**src/rtl/hazard_ctrl_pkg.sv**
```systemverilog
// ---------------------------------------------------------------------------
// pipeline_pkg
// Shared definitions for the five-stage pipeline hazard controller:
//   - sequencer state encodings (RUN / STALL / FLUSH)
//   - EX operand forward-select encodings
//   - bit positions of the control fields carried in the pipeline buffers
//   - a small helper that compares a destination against a source register
// ---------------------------------------------------------------------------
package pipeline_pkg;

    typedef enum logic [1:0] {
        ST_RUN   = 2'b00,
        ST_STALL = 2'b01,
        ST_FLUSH = 2'b10
    } seq_state_t;

    localparam logic [1:0] FWD_REG = 2'b00;   // operand from register file
    localparam logic [1:0] FWD_MEM = 2'b01;   // EX/MEM ALU result
    localparam logic [1:0] FWD_WB  = 2'b10;   // MEM/WB write data

    localparam int SIG_LOAD  = 6;             // mem-to-reg (load) flag
    localparam int SIG_REGWR = 5;             // register write flag

    // Register 0 is hard-wired to zero, so it can never produce a dependency.
    function automatic logic reg_match(input logic [4:0] dest, input logic [4:0] src);
        return (dest != 5'd0) && (dest == src);
    endfunction

endpackage

```
**src/rtl/hazard_ctrl_if.sv**
```systemverilog
// ---------------------------------------------------------------------------
// hazard_ctrl_if
// Bundle between the pipeline top level and the hazard controller.
//   Pipeline -> controller : register fields and control bytes of the
//                            IF/ID, ID/EX, EX/MEM and MEM/WB buffers,
//                            plus the registered jump flag.
//   Controller -> pipeline : fetch/IF-ID hold, ID/EX bubble, the three
//                            flushes and the two EX forward selects.
// master = pipeline side, slave = hazard controller.
// ---------------------------------------------------------------------------
interface hazard_ctrl_if;
    logic [4:0] id_rs;
    logic [4:0] id_rt;
    logic       id_uses_rt;
    logic [4:0] ex_rs;
    logic [4:0] ex_rt;
    logic [4:0] ex_dest;
    logic [7:0] ex_signals;
    logic [4:0] mem_dest;
    logic [7:0] mem_signals;
    logic       mem_jump;
    logic [4:0] wb_dest;
    logic [7:0] wb_signals;

    logic       pc_hold;
    logic       ifid_hold;
    logic       idex_bubble;
    logic       ifid_flush;
    logic       idex_flush;
    logic       exmem_flush;
    logic [1:0] fwd_a;
    logic [1:0] fwd_b;

    modport master (
        output id_rs, id_rt, id_uses_rt, ex_rs, ex_rt, ex_dest, ex_signals,
               mem_dest, mem_signals, mem_jump, wb_dest, wb_signals,
        input  pc_hold, ifid_hold, idex_bubble, ifid_flush, idex_flush,
               exmem_flush, fwd_a, fwd_b
    );

    modport slave (
        input  id_rs, id_rt, id_uses_rt, ex_rs, ex_rt, ex_dest, ex_signals,
               mem_dest, mem_signals, mem_jump, wb_dest, wb_signals,
        output pc_hold, ifid_hold, idex_bubble, ifid_flush, idex_flush,
               exmem_flush, fwd_a, fwd_b
    );
endinterface

```
**src/rtl/hazard_ctrl_fwd_sel.sv**
```systemverilog
// ---------------------------------------------------------------------------
// fwd_sel
// Forward selector for one EX operand.
//   operand            : source register read by the instruction in EX
//   mem_dest/mem_regwr : EX/MEM destination and its write enable
//   wb_dest/wb_regwr   : MEM/WB destination and its write enable
//   sel                : FWD_MEM / FWD_WB / FWD_REG
// EX/MEM wins over MEM/WB because it holds the younger, newer value.
// ---------------------------------------------------------------------------
module fwd_sel
    import pipeline_pkg::*;
(
    input  logic [4:0] operand,
    input  logic [4:0] mem_dest,
    input  logic       mem_regwr,
    input  logic [4:0] wb_dest,
    input  logic       wb_regwr,
    output logic [1:0] sel
);

    always_comb begin
        sel = FWD_REG;
        if (mem_regwr && reg_match(mem_dest, operand)) begin
            sel = FWD_MEM;
        end else if (wb_regwr && reg_match(wb_dest, operand)) begin
            sel = FWD_WB;
        end
    end

endmodule

```
**src/rtl/hazard_ctrl.sv**
```systemverilog
// ---------------------------------------------------------------------------
// hazard_ctrl
// Pipeline hazard controller for the five-stage core.
//   clock       : pipeline clock
//   reset       : asynchronous, active-low
//   hz          : hazard_ctrl_if.slave - buffer fields in, hold/bubble/
//                 flush/forward controls out (combinational, same cycle)
//   state       : sequencer state (00 RUN, 01 STALL, 10 FLUSH)
//   stall_count : saturating count of load-use stall cycles
//   flush_count : saturating count of jump flush cycles
// A taken jump in EX/MEM squashes the three younger instructions and takes
// priority over a load-use stall, so hold and flush never hit one buffer in
// the same cycle.
// ---------------------------------------------------------------------------
module hazard_ctrl
    import pipeline_pkg::*;
#(
    parameter int CNT_W = 16
) (
    input  logic             clock,
    input  logic             reset,
    hazard_ctrl_if.slave     hz,
    output logic [1:0]       state,
    output logic [CNT_W-1:0] stall_count,
    output logic [CNT_W-1:0] flush_count
);

    localparam logic [CNT_W-1:0] CNT_ONE = CNT_W'(1);
    localparam logic [CNT_W-1:0] CNT_MAX = '1;

    seq_state_t state_reg;
    seq_state_t state_next;

    logic jump;
    logic luh;
    logic stall_event;

    // Only a few control bits matter here; the rest are carried for other stages.
    logic unused_bits;
    assign unused_bits = ^{hz.ex_signals[7], hz.ex_signals[5:0],
                           hz.mem_signals[7:6], hz.mem_signals[4:0],
                           hz.wb_signals[7:6], hz.wb_signals[4:0]};

    // ---------------- hazard detection ----------------
    assign jump = hz.mem_jump;
    assign luh  = hz.ex_signals[SIG_LOAD] &&
                  (reg_match(hz.ex_dest, hz.id_rs) ||
                   (hz.id_uses_rt && reg_match(hz.ex_dest, hz.id_rt)));
    assign stall_event = luh && !jump;

    // ---------------- operand forwarding ----------------
    logic [4:0] fwd_operand [2];
    logic [1:0] fwd_select  [2];

    assign fwd_operand[0] = hz.ex_rs;
    assign fwd_operand[1] = hz.ex_rt;

    for (genvar gi = 0; gi < 2; gi++) begin : g_fwd
        fwd_sel u_fwd_sel (
            .operand   (fwd_operand[gi]),
            .mem_dest  (hz.mem_dest),
            .mem_regwr (hz.mem_signals[SIG_REGWR]),
            .wb_dest   (hz.wb_dest),
            .wb_regwr  (hz.wb_signals[SIG_REGWR]),
            .sel       (fwd_select[gi])
        );
    end

    assign hz.fwd_a = fwd_select[0];
    assign hz.fwd_b = fwd_select[1];

    // ---------------- sequencer: state register ----------------
    always_ff @(posedge clock or negedge reset) begin
        if (!reset) begin
            state_reg <= ST_RUN;
        end else begin
            state_reg <= state_next;
        end
    end

    // ---------------- sequencer: next state ----------------
    // In FLUSH the EX/MEM slot was just squashed, so a jump flag seen there
    // is stale and must not start another redirect.
    always_comb begin
        state_next = ST_RUN;
        case (state_reg)
            ST_RUN: begin
                if (jump) begin
                    state_next = ST_FLUSH;
                end else if (luh) begin
                    state_next = ST_STALL;
                end
            end
            ST_STALL: begin
                if (jump) begin
                    state_next = ST_FLUSH;
                end
            end
            ST_FLUSH: state_next = ST_RUN;
            default:  state_next = ST_RUN;
        endcase
    end

    // ---------------- sequencer: outputs ----------------
    always_comb begin
        state          = state_reg;
        hz.pc_hold     = stall_event;
        hz.ifid_hold   = stall_event;
        hz.idex_bubble = stall_event;
        hz.ifid_flush  = jump;
        hz.idex_flush  = jump;
        hz.exmem_flush = jump;
    end

    // ---------------- saturating event counters ----------------
    logic             cnt_event [2];
    logic [CNT_W-1:0] cnt_reg   [2];

    assign cnt_event[0] = stall_event;
    assign cnt_event[1] = jump;

    for (genvar gi = 0; gi < 2; gi++) begin : g_cnt
        always_ff @(posedge clock or negedge reset) begin
            if (!reset) begin
                cnt_reg[gi] <= '0;
            end else if (cnt_event[gi] && (cnt_reg[gi] != CNT_MAX)) begin
                cnt_reg[gi] <= cnt_reg[gi] + CNT_ONE;
            end
        end
    end

    assign stall_count = cnt_reg[0];
    assign flush_count = cnt_reg[1];

endmodule
```
**src/flat_wrapper.sv**
```systemverilog
// flat-port wrapper written by rule: the top's interface ports become plain ports
module hazard_ctrl_flat import pipeline_pkg::*;
#(
    parameter int CNT_W = 16
)
  (clock, reset, state, stall_count, flush_count, hz_id_rs, hz_id_rt, hz_id_uses_rt, hz_ex_rs, hz_ex_rt, hz_ex_dest, hz_ex_signals, hz_mem_dest, hz_mem_signals, hz_mem_jump, hz_wb_dest, hz_wb_signals, hz_pc_hold, hz_ifid_hold, hz_idex_bubble, hz_ifid_flush, hz_idex_flush, hz_exmem_flush, hz_fwd_a, hz_fwd_b);
  hazard_ctrl_if hz_i ();
  input  logic clock;
  input  logic reset;
  output logic [1:0] state;
  output logic [CNT_W-1:0] stall_count;
  output logic [CNT_W-1:0] flush_count;
  input wire logic [$bits(hz_i.id_rs)-1:0] hz_id_rs;
  input wire logic [$bits(hz_i.id_rt)-1:0] hz_id_rt;
  input wire logic [$bits(hz_i.id_uses_rt)-1:0] hz_id_uses_rt;
  input wire logic [$bits(hz_i.ex_rs)-1:0] hz_ex_rs;
  input wire logic [$bits(hz_i.ex_rt)-1:0] hz_ex_rt;
  input wire logic [$bits(hz_i.ex_dest)-1:0] hz_ex_dest;
  input wire logic [$bits(hz_i.ex_signals)-1:0] hz_ex_signals;
  input wire logic [$bits(hz_i.mem_dest)-1:0] hz_mem_dest;
  input wire logic [$bits(hz_i.mem_signals)-1:0] hz_mem_signals;
  input wire logic [$bits(hz_i.mem_jump)-1:0] hz_mem_jump;
  input wire logic [$bits(hz_i.wb_dest)-1:0] hz_wb_dest;
  input wire logic [$bits(hz_i.wb_signals)-1:0] hz_wb_signals;
  output wire logic [$bits(hz_i.pc_hold)-1:0] hz_pc_hold;
  output wire logic [$bits(hz_i.ifid_hold)-1:0] hz_ifid_hold;
  output wire logic [$bits(hz_i.idex_bubble)-1:0] hz_idex_bubble;
  output wire logic [$bits(hz_i.ifid_flush)-1:0] hz_ifid_flush;
  output wire logic [$bits(hz_i.idex_flush)-1:0] hz_idex_flush;
  output wire logic [$bits(hz_i.exmem_flush)-1:0] hz_exmem_flush;
  output wire logic [$bits(hz_i.fwd_a)-1:0] hz_fwd_a;
  output wire logic [$bits(hz_i.fwd_b)-1:0] hz_fwd_b;
  assign hz_i.id_rs = hz_id_rs;
  assign hz_i.id_rt = hz_id_rt;
  assign hz_i.id_uses_rt = hz_id_uses_rt;
  assign hz_i.ex_rs = hz_ex_rs;
  assign hz_i.ex_rt = hz_ex_rt;
  assign hz_i.ex_dest = hz_ex_dest;
  assign hz_i.ex_signals = hz_ex_signals;
  assign hz_i.mem_dest = hz_mem_dest;
  assign hz_i.mem_signals = hz_mem_signals;
  assign hz_i.mem_jump = hz_mem_jump;
  assign hz_i.wb_dest = hz_wb_dest;
  assign hz_i.wb_signals = hz_wb_signals;
  assign hz_pc_hold = hz_i.pc_hold;
  assign hz_ifid_hold = hz_i.ifid_hold;
  assign hz_idex_bubble = hz_i.idex_bubble;
  assign hz_ifid_flush = hz_i.ifid_flush;
  assign hz_idex_flush = hz_i.idex_flush;
  assign hz_exmem_flush = hz_i.exmem_flush;
  assign hz_fwd_a = hz_i.fwd_a;
  assign hz_fwd_b = hz_i.fwd_b;
  hazard_ctrl #(.CNT_W(CNT_W)) u_core (.clock(clock), .reset(reset), .hz(hz_i), .state(state), .stall_count(stall_count), .flush_count(flush_count));
endmodule
```
**config.mk**
```make
export PLATFORM = sky130hd
export DESIGN_NAME = hazard_ctrl_flat
export DESIGN_NICKNAME = d
export VERILOG_FILES = /design/src/rtl/hazard_ctrl_pkg.sv /design/src/rtl/hazard_ctrl_if.sv /design/src/rtl/hazard_ctrl_fwd_sel.sv /design/src/rtl/hazard_ctrl.sv /design/src/flat_wrapper.sv
export SDC_FILE = /design/constraint.sdc
export NUM_CORES = 1
export LEC_CHECK = 0
export CORE_UTILIZATION = 60
export CTS_BUF_LIST = sky130_fd_sc_hd__clkbuf_8 sky130_fd_sc_hd__clkbuf_16
export DETAILED_ROUTE_END_ITERATION = 7
export DONT_BUFFER_PORTS = 1
export PLACE_DENSITY = 0.76
export SETUP_SLACK_MARGIN = 0.1
export SLEW_MARGIN = 10
export SYNTH_ARGS = -nofsm -noshare
export SYNTH_HDL_FRONTEND = slang
export SYNTH_HIERARCHICAL = 1
export SYNTH_SLANG_ARGS = --single-unit
```
**constraint.sdc**
```tcl
create_clock -name clock -period 3.8 [get_ports clock]
set_input_delay 0.57 -clock clock [delete_from_list [all_inputs] [get_ports clock]]
set_output_delay 0.57 -clock clock [all_outputs]
set_load 0.05 [all_outputs]
```
==> impl_metrics.tcl, run 1 <==
set metrics [dict create \
    relSlewSlack_pct 34.1 \
    rr_worst_depth 6 \
    synth_common_cells "xnor2_1, dfrtp_1, nand3_1" \
    worstSkewPairLatency_ps 280 \
    critPathTopFamily "simple AND/OR/NAND/NOR gates" \
    initialDrtViolationCount 133 \
    worstPathArrival_ps 1990 \
    worst_pin_slew_ps 987 \
    synth_area_sq_um 2130 \
    yosys_warnings 6 \
    finClkSkew_ps 7.09 \
    ir_drop_v 0.000455 \
    cts-htree-levels 2 \
    maxCapViolations 0 \
    grt_pass1_vias 1586 \
    synthDistinctLibCells 36 \
    report.final.slew_viol_count 0 \
    hold_class "in -> async" \
    yosysTopAreaCellShare_pct 39.9 \
    critPathBufInv 0 \
    cts_resized 0 \
    fin_crit_sh_pct 67.2 \
    rows 21 \
    synth.avg_cell_area_sq_um 10.1 \
    place_inst 252 \
    hold_buffers 1 \
    crit_path_end_kind "primary output" \
    antenna_found_initial 0 \
    crit_type "in -> out" \
    synth_ff_type "dfrtp_1" \
    cts_setup_buffers 0 \
    synth-async-reset-ratio_pct 100 \
    worst_r2r_endpoint "u_core/stall_count[1]" \
    dieWidth_um 61.6 \
    finalHoldViolCount 0 \
    antenna_left 0 \
    areaGrowthSynthToFinish_pct 6.64 \
    met2WireLength_um 2390 \
    cpPeakStageDelay_ps 780 \
    synth-seq-cells 34 \
    final_cells 261 \
    cts_buffers 5 \
    setup_viol 0 \
    synth_area_leaders "dfrtp_1, xnor2_1, nand3_1" \
    drt-met1-wl_um 1650 \
    grt_overflow_total 0 \
    fp.coreArea_sq_um 3360 \
    vias 1647 \
    fin_util_pct 67.6 \
    p_leak_nw 0.915 \
    viasPerCell 6.31 \
    io_buffers 0 \
    outcome "completed" \
    cts_tree "done" \
    drt_drc_violations_left 0 \
    top_layer_used "met4" \
    rsz0062_at_grt "no" \
    gp_congestion 0.841 \
    die_area_sq_um 3790 \
    start_kind "primary input" \
    r2r_start "u_core/stall_count[0]" \
    hold_ws_ps 110 \
    crit_fanout 4 \
    antenna-diode-count 0 \
    grt_pass1_wl_um 6640 \
    post_drt_wl_per_cell_um 17.0 \
    route.met3.wl_um 391 \
    required_ps 3230 \
    pin_count 107 \
    synth_edf_count 0 \
    root_buffer "clkbuf_8" \
    powerDensity_nw_per_um2 458 \
    crit_path_top_delay_cell "nor3_2" \
    synth_area_leader_cell "dfrtp_1" \
    cts_max_path_buffers 2 \
    final_nets 279 \
    fin_ws_ps 1240 \
    clock-sinks 34 \
    grt_max_degree 35 \
    fill_cells 288 \
    reg2reg_slack_ps 1470 \
    clk_pin_slew_ps 70 \
    drive_gt1_share_pct 10.7 \
    crit_chain "o41ai_2 -> a211oi_2 -> nor3_2" \
    wl_um 4450 \
    fp.dieH_um 61.6 \
    start_util_pct 63.4 \
    track_usage_pct 23.8 \
    ys_seq_area_share_pct 39.9 \
    fmax_mhz 391 \
    yosysMostFrequentCell "xnor2_1" \
    finalSetupTns_ps 0 \
    preCtsSetupSlack_ps 1230 \
    synthesis.nets 275 \
    post-route-min-period_ps 2560 \
    hpwlAfterDp_um 3340 \
    synthCells 210 \
    firstDrtPassIters 4 \
]
## per-stage QoR
stage                     instance area, sq um  total power [W]
after global routing                      2270          0.00109
final                                     2270          0.00104
after detailed placement                  2160         0.000774
after global placement                    2160         0.000760
after floorplan                           2130         0.000748
after CTS                                 2270          0.00105
## area by class of cell
cell class / instances / area (sq um) / share of cell area, %
clock buffers: 6 / 82.6 / 3.63
clock inverters: 2 / 8.76 / 0.385
multi-input cells: 169 / 1230 / 54.3
inverters: 1 / 3.75 / 0.165
flip-flops and latches: 34 / 851 / 37.4
repair buffers: 3 / 35.0 / 1.54
well taps: 46 / 57.6 / 2.53
## worst max-delay path by stage
stage | start | end | slack [ps] | depth (start not counted)
final | hz_mem_dest[1] | hz_fwd_a[1] | 1240 | 3
after global placement | hz_mem_dest[1] | hz_fwd_a[1] | 1280 | 3
after floorplan | hz_mem_dest[1] | hz_fwd_a[1] | 1300 | 3
after CTS | hz_mem_dest[1] | hz_fwd_a[1] | 1230 | 3
after global routing | hz_mem_dest[1] | hz_fwd_b[1] | 1170 | 3
after detailed placement | hz_mem_dest[1] | hz_fwd_a[1] | 1230 | 3
## power by group
group / switching, W / total, W / internal [W]
Clock: 0.000123 / 0.000266 / 0.000143
Sequential: 0.000222 / 0.000626 / 0.000404
Combinational: 0.0000687 / 0.000147 / 0.0000788
Total: 0.000414 / 0.00104 / 0.000626
## cell families (layout without fill, tap and decap cells)
group / after synthesis / count (layout) / share of synthesized area [%]
muxes: 3 / 3 / 1.53
and+or+nand+nor: 94 / 94 / 25.4
AOI/OAI and AO/OA: 17 / 17 / 8.04
DFF: 34 / 34 / 39.9
adders and majority gates: 2 / 2 / 1.17
xor gates and xnor gates: 53 / 53 / 21.8
buffers and inverters: 7 / 12 / 2.17
## per-layer routing
metal / GRT usage (%) / up-vias
li1: - / 762
met1: 26.0 / 794
met2: 43.0 / 87
met3: 7.98 / 4
met4: 7.94 / 0
met5: 0 / -
## cell usage in the layout, fill, tap and decap left out
cell type	n
nor3_2	2
nor3_1	8
mux2_2	1
a211oi_2	2
nor2_1	9
nand4_1	13
buf_12	1
a21oi_1	3
o21a_1	2
a21boi_1	1
a21oi_4	1
mux2i_1	1
o31ai_1	3
buf_4	2
dfrtp_1	34
o22ai_2	1
nor2b_1	2
nor4_2	1
mux2_1	1
or4_4	1
and2_1	3
and3b_1	1
and3_1	6
nand3_1	24
inv_1	2
xnor2_1	40
and4_1	5
o41ai_2	2
nand2_1	14
clkinv_2	1
a211o_1	1
ha_1	2
o21ai_4	1
nor4_4	1
nor3b_1	1
xor2_1	13
clkbuf_8	6
nor4_1	3
(Power assumes the default switching activity.)
==> run 2: changes to the inputs <==
--- a/config.mk
+++ b/config.mk
@@ -5,11 +5,11 @@
 export SDC_FILE = /design/constraint.sdc
 export NUM_CORES = 1
 export LEC_CHECK = 0
-export CORE_UTILIZATION = 60
+export CORE_UTILIZATION = 57
 export CTS_BUF_LIST = sky130_fd_sc_hd__clkbuf_8 sky130_fd_sc_hd__clkbuf_16
 export DETAILED_ROUTE_END_ITERATION = 7
 export DONT_BUFFER_PORTS = 1
-export PLACE_DENSITY = 0.76
+export PLACE_DENSITY = 0.75
 export SETUP_SLACK_MARGIN = 0.1
 export SLEW_MARGIN = 10
 export SYNTH_ARGS = -nofsm -noshare
==> constraint.sdc (replaced) <==
create_clock -name clock -period 2.3 [get_ports clock]
set_input_delay 0.345 -clock clock [delete_from_list [all_inputs] [get_ports clock]]
set_output_delay 0.345 -clock clock [all_outputs]
set_load 0.05 [all_outputs]
==> run 2 against run 1 <==
Net effect: sequential cell count is the same; global-route usage up 3.6 points; clock power grew 92%; wire length up 16%; design area rose by 13%; critical endpoint is now hz_idex_bubble; highest routed layer unchanged; count of clock-buffer cells in the layout up 2; critical path depth up 1; non-clock buffer count is 36 higher; largest cell class unchanged; cell count up 14%; critical path type unchanged.
==> impl_metrics.tcl, run 2 (synthesized netlist as in run 1, its figures left out) <==
set metrics [dict create \
    firstDrtPassIters 4 \
    final_common_cell "xnor2_1" \
    pin_count 107 \
    cts_setup_buffers 0 \
    cts_tree "done" \
    rr_worst_depth 6 \
    crit_path_end_kind "primary output" \
    rows 21 \
    grt_pass1_vias 2044 \
    hold_class "in -> reg" \
    required_ps 1960 \
    postLayoutCellArea_sq_um 2560 \
    finalSetupTns_ps 0 \
    fmax_mhz 538 \
    cts-htree-levels 2 \
    wl_um 5140 \
    grt_pass1_wl_um 8620 \
    finalHoldViolCount 0 \
    start_util_pct 61.4 \
    antenna-diode-count 0 \
    gp_congestion 0.851 \
    rsz0062_at_grt "no" \
    vias 1822 \
    cts_max_path_buffers 2 \
    root_buffer "clkbuf_8" \
    final_cell_mix "xnor2_1, buf_4, dfrtp_1" \
    hold_buffers 2 \
    powerDensity_nw_per_um2 752 \
    grt_max_degree 35 \
    drive_gt1_share_pct 23.5 \
    drt_drc_violations_left 0 \
    areaGrowthSynthToFinish_pct 20.3 \
    worstSkewPairLatency_ps 280 \
    grt_overflow_total 0 \
    switching_share_pct 37.6 \
    finalPower_w 0.00193 \
    cts_resized 0 \
    worst_pin_slew_ps 554 \
    outcome "completed" \
    cts_buffers 5 \
    post-route-min-period_ps 1860 \
    start_kind "primary input" \
    hold_path_depth 1 \
    ir_drop_v 0.000837 \
    fp.dieH_um 63.1 \
    fin_util_pct 73.9 \
    fin_crit_sh_pct 80.9 \
    power.switching_w 0.000724 \
    clk_pin_slew_ps 70 \
    antenna_found_initial 0 \
    viasPerCell 6.13 \
    relSlewSlack_pct 63.1 \
    combPwrFrac_pct 36.0 \
    antenna_left 0 \
    post_drt_wl_per_cell_um 17.3 \
    seq_power_share_pct 37.5 \
    io_buffers 0 \
    power_frac_clock_pct 26.4 \
    setup_viol 0 \
    worstPathArrival_ps 1520 \
    placed_cell_area_sq_um 2420 \
    crit_type "in -> out" \
    initialDrtViolationCount 85 \
    final_nets 315 \
    report.final.slew_viol_count 0 \
    dieWidth_um 63.1 \
    maxCapViolations 0 \
    p_leak_nw 1.11 \
    clock-sinks 34 \
    crit_fanout 4 \
    die_area_sq_um 3990 \
    track_usage_pct 27.4 \
    finClkSkew_ps 3.28 \
    hpwlAfterDp_um 4010 \
    internal_power_w 0.00120 \
    fp.coreArea_sq_um 3470 \
]
## run 2: changes by cell type in the layout (fill, tap and decap cells not counted)
cell,previous run,this run
clkbuf_8,6,8
inv_1,2,1
clkinv_2,1,0
buf_4,2,37
dlygate4sd3_1,0,1
## run 2: metal layers
metal | wire (um) | vias to the layer above | GRT usage [%] | share of wire, %
li1 | - | 833 | - | -
met1 | 1960 | 872 | 28.1 | 38
met2 | 2660 | 103 | 52.0 | 52
met3 | 393 | 14 | 7.61 | 7.6
met4 | 123 | 0 | 9.88 | 2.4
met5 | 0 | - | 0 | 0
## run 2: cell type report
class / count / area, sq um
multi-input cells: 169 / 1230
fillers: 253 / 905
flip-flops and latches: 34 / 851
repair buffers: 39 / 308
clock buffers: 8 / 110
well taps: 46 / 57.6
inverters: 1 / 3.75
## run 2: worst paths after layout
check | slack, ps | end | startpoint
setup / recovery | 440 | hz_idex_bubble | hz_ex_dest[1]
hold / removal | 220 | u_core/state[1] | hz_mem_jump
setup reg to reg | 450 | u_core/stall_count[1] | u_core/stall_count[0]
hold reg to reg | 500 | u_core/stall_count[14] | u_core/stall_count[14]
max in group asynchronous | 1570 | u_core/stall_count[7] | reset
min in group asynchronous | 550 | u_core/flush_count[4] | reset
## run 2: power by group through the flow
stage	sequential [W]	clock, W	combinational [W]
after floorplan	0.00102	0	0.000213
after global placement	0.000727	0	0.000654
after detailed placement	0.000734	0	0.000678
after CTS	0.000724	0.000520	0.000698
after global routing	0.000732	0.000543	0.000738
final	0.000724	0.000510	0.000694
## run 2: metrics by stage
step / hold WS, ps / cells / worst slack (ps)
floorplan: 49.4 / 210 / 191
global placement: 50.1 / 287 / 441
detailed placement: 50.1 / 287 / 431
CTS: 207 / 297 / 431
global route: 214 / 297 / 316
finish: 217 / 297 / 440
## run 2: critical path, stage by stage
cell	delay [ps]
or4_4	540
o21a_1	200
and2_1	160
buf_4	270
==> run 3: changes to the inputs <==
--- a/config.mk
+++ b/config.mk
@@ -5,11 +5,12 @@
 export SDC_FILE = /design/constraint.sdc
 export NUM_CORES = 1
 export LEC_CHECK = 0
-export CORE_UTILIZATION = 57
+export ABC_AREA = 1
+export CORE_UTILIZATION = 60
 export CTS_BUF_LIST = sky130_fd_sc_hd__clkbuf_8 sky130_fd_sc_hd__clkbuf_16
 export DETAILED_ROUTE_END_ITERATION = 7
 export DONT_BUFFER_PORTS = 1
-export PLACE_DENSITY = 0.75
+export PLACE_DENSITY = 0.76
 export SETUP_SLACK_MARGIN = 0.1
 export SLEW_MARGIN = 10
 export SYNTH_ARGS = -nofsm -noshare
==> constraint.sdc (replaced) <==
create_clock -name clock -period 1.9 [get_ports clock]
set_input_delay 0.285 -clock clock [delete_from_list [all_inputs] [get_ports clock]]
set_output_delay 0.285 -clock clock [all_outputs]
set_load 0.05 [all_outputs]
==> run 3 against run 2 <==
Net effect: synthesized cell count up 110%; via count up 58%; die area up 23%; total power up 35%; critical path depth up 4; combinational power up 56%; global-route usage up 1.2 points; first-iteration DRC count up 120%; sequential share of layout area down 6.8 points; cell count up 81%; synthesized area up 31%; largest power group is now combinational logic.
==> impl_metrics.tcl, run 3 <==
set metrics [dict create \
    report.final.slew_viol_count 0 \
    finalSetupTns_ps 0 \
    fp.dieH_um 70.2 \
    synthMuxAreaShare_pct 0 \
    wl_um 6680 \
    crit_path_start "u_core/flush_count[0]" \
    fmax_mhz 618 \
    synth-adder-area-share_pct 0.898 \
    yosysTopAreaCellShare_pct 30.5 \
    setup_viol 0 \
    synth-seq-cells 34 \
    r2r_start "u_core/flush_count[0]" \
    synth_area_leader_cell "dfrtp_1" \
    worstSkewPairLatency_ps 290 \
    maxCapViolations 0 \
    cts-htree-levels 2 \
    rows 24 \
    gp_congestion 0.844 \
    viasPerCell 5.36 \
    pin_count 107 \
    worstHoldStart "hz_mem_jump" \
    antenna-diode-count 0 \
    vias 2882 \
    synth_edf_count 0 \
    track_usage_pct 28.6 \
    finalHoldViolCount 0 \
    synth_area_leaders "dfrtp_1, nand2_1, inv_1" \
    ys_seq_area_share_pct 30.5 \
    place_inst 525 \
    synthCells 445 \
    fin_util_pct 73.4 \
    crit_type "reg -> reg" \
    outcome "completed" \
    final_cell_mix "nand2_1, inv_1, nor2_1" \
    yosys_warnings 6 \
    start_kind "register" \
    fill_cells 395 \
    cts_max_path_buffers 2 \
    hold_path_depth 2 \
    drt_drc_violations_left 0 \
    fin_ws_ps 282 \
    initialDrtViolationCount 188 \
    yosysMostFrequentCell "nand2_1" \
    grt_max_degree 35 \
    ir_drop_v 0.000652 \
    synthXorXnorAreaFrac_pct 4.40 \
    areaGrowthSynthToFinish_pct 16.2 \
    powerDensity_nw_per_um2 801 \
    dieWidth_um 70.2 \
    synth_simple_gate_area_share_pct 48.4 \
    holdPathEnd "u_core/state[1]" \
    synth.avg_cell_area_sq_um 6.26 \
    preCtsSetupSlack_ps 190 \
    hold_class "in -> reg" \
    synthesis.nets 510 \
    drive_gt1_share_pct 16.0 \
    relSlewSlack_pct 66.3 \
    firstDrtPassIters 4 \
    p_leak_nw 1.78 \
    fp.coreArea_sq_um 4410 \
    antenna_left 0 \
    finClkSkew_ps 8.51 \
    crit_fanout 18 \
    synth_compound_area_share_pct 4.04 \
    hpwlAfterDp_um 4930 \
    post_drt_wl_per_cell_um 12.4 \
    rsz0062_at_grt "no" \
    fin_crit_sh_pct 85.1 \
    final_common_cell "nand2_1" \
    synth_common_cells "nand2_1, inv_1, nor2_1" \
    clk_pin_slew_ps 70 \
    reg2reg_slack_ps 280 \
    antenna_found_initial 0 \
    start_util_pct 63.2 \
    synth-async-reset-ratio_pct 100 \
    worst_pin_slew_ps 506 \
    clock-sinks 34 \
    synth_ff_type "dfrtp_1" \
    worstPathArrival_ps 1790 \
    worst_r2r_endpoint "u_core/flush_count[2]" \
    crit_path_end_kind "register" \
    rr_worst_depth 8 \
    grt_pass1_wl_um 11300 \
    required_ps 2080 \
    die_area_sq_um 4920 \
    synth_top_family_by_area "simple AND/OR/NAND/NOR gates" \
    synthDistinctLibCells 30 \
    grt_pass1_vias 2732 \
    final_nets 550 \
    io_buffers 0 \
    final_cells 538 \
    cts_tree "done" \
    post-route-min-period_ps 1620 \
    cts_buffers 5 \
    synth_area_sq_um 2790 \
    root_buffer "clkbuf_8" \
    grt_overflow_total 0 \
]
-- run 3: cell types whose count changed after synthesis, sizes merged, moves of 13 or more --
| cell | before | now |
|---|---|---|
| xnor2 | 40 | 7 |
| inv | 1 | 64 |
| nor2 | 9 | 54 |
| nand2 | 14 | 184 |
| nand4 | 13 | 26 |
| o21ai | 1 | 15 |
-- run 3: critical path: stages, from the launching register on --
cell and delay [ps]:
dfrtp_2 400, ha_1 210, nand3_2 140, nor3_4 230
nand2_2 90, nand2_2 80, nand2_4 140, nand3b_1 130
nand2_1 70
-- run 3: kinds of logic after synthesis --
logic type | after synthesis
and+or+nand+nor | 300
buffers and inverters | 76
DFF | 34
AOI/OAI and AO/OA | 19
xor gates and xnor gates | 14
adders and majority gates | 2
-- run 3: stage by stage --
stage	total power, W	area [sq um]	hold WS (ps)
after floorplan	0.00177	2790	-10.6
after global placement	0.00200	3080	-9.79
after detailed placement	0.00203	3080	-9.75
after CTS	0.00262	3200	116
after global routing	0.00275	3240	122
final	0.00260	3240	127
-- run 3: routing by layer --
| layer | track usage, % | vias up | routed length, um |
|---|---|---|---|
| met5 | 0 | - | 0 |
| met4 | 9.78 | 0 | 104 |
| met3 | 8.80 | 11 | 477 |
| met2 | 50.0 | 94 | 3330 |
| met1 | 33.1 | 1321 | 2760 |
| li1 | - | 1456 | - |
-- run 3: area by class of cell --
cell class	count	area, sq um	area share (%)
well taps	52	65.1	2.01
multi-input cells	335	1610	49.8
inverters	65	244	7.53
flip-flops and latches	34	856	26.4
clock buffers	6	82.6	2.55
clock inverters	2	8.76	0.270
repair buffers	44	370	11.4
-- run 3: what timing repair did --
item | CTS | global route
endpoints found under the setup margin | 0 | 19
hold buffers | 2 | 0
endpoints found under the hold margin | 34 | 0
gates resized for setup | 0 | 1
buffers inserted | 0 | 3
-- run 3: worst max path at each step --
stage | endpoint | slack (ps) | cells after the start
final | u_core/flush_count[2] | 280 | 8
after global routing | u_core/flush_count[2] | 120 | 8
after CTS | u_core/stall_count[3] | 170 | 7
after detailed placement | u_core/stall_count[3] | 190 | 7
after global placement | u_core/stall_count[13] | 220 | 7
after floorplan | hz_ifid_hold | 170 | 9
-- run 3: power by group --
group,internal [W],switching (W)
Clock,0.000287,0.000272
Combinational,0.000323,0.000753
Sequential,0.000840,0.000120
Total,0.00145,0.00115
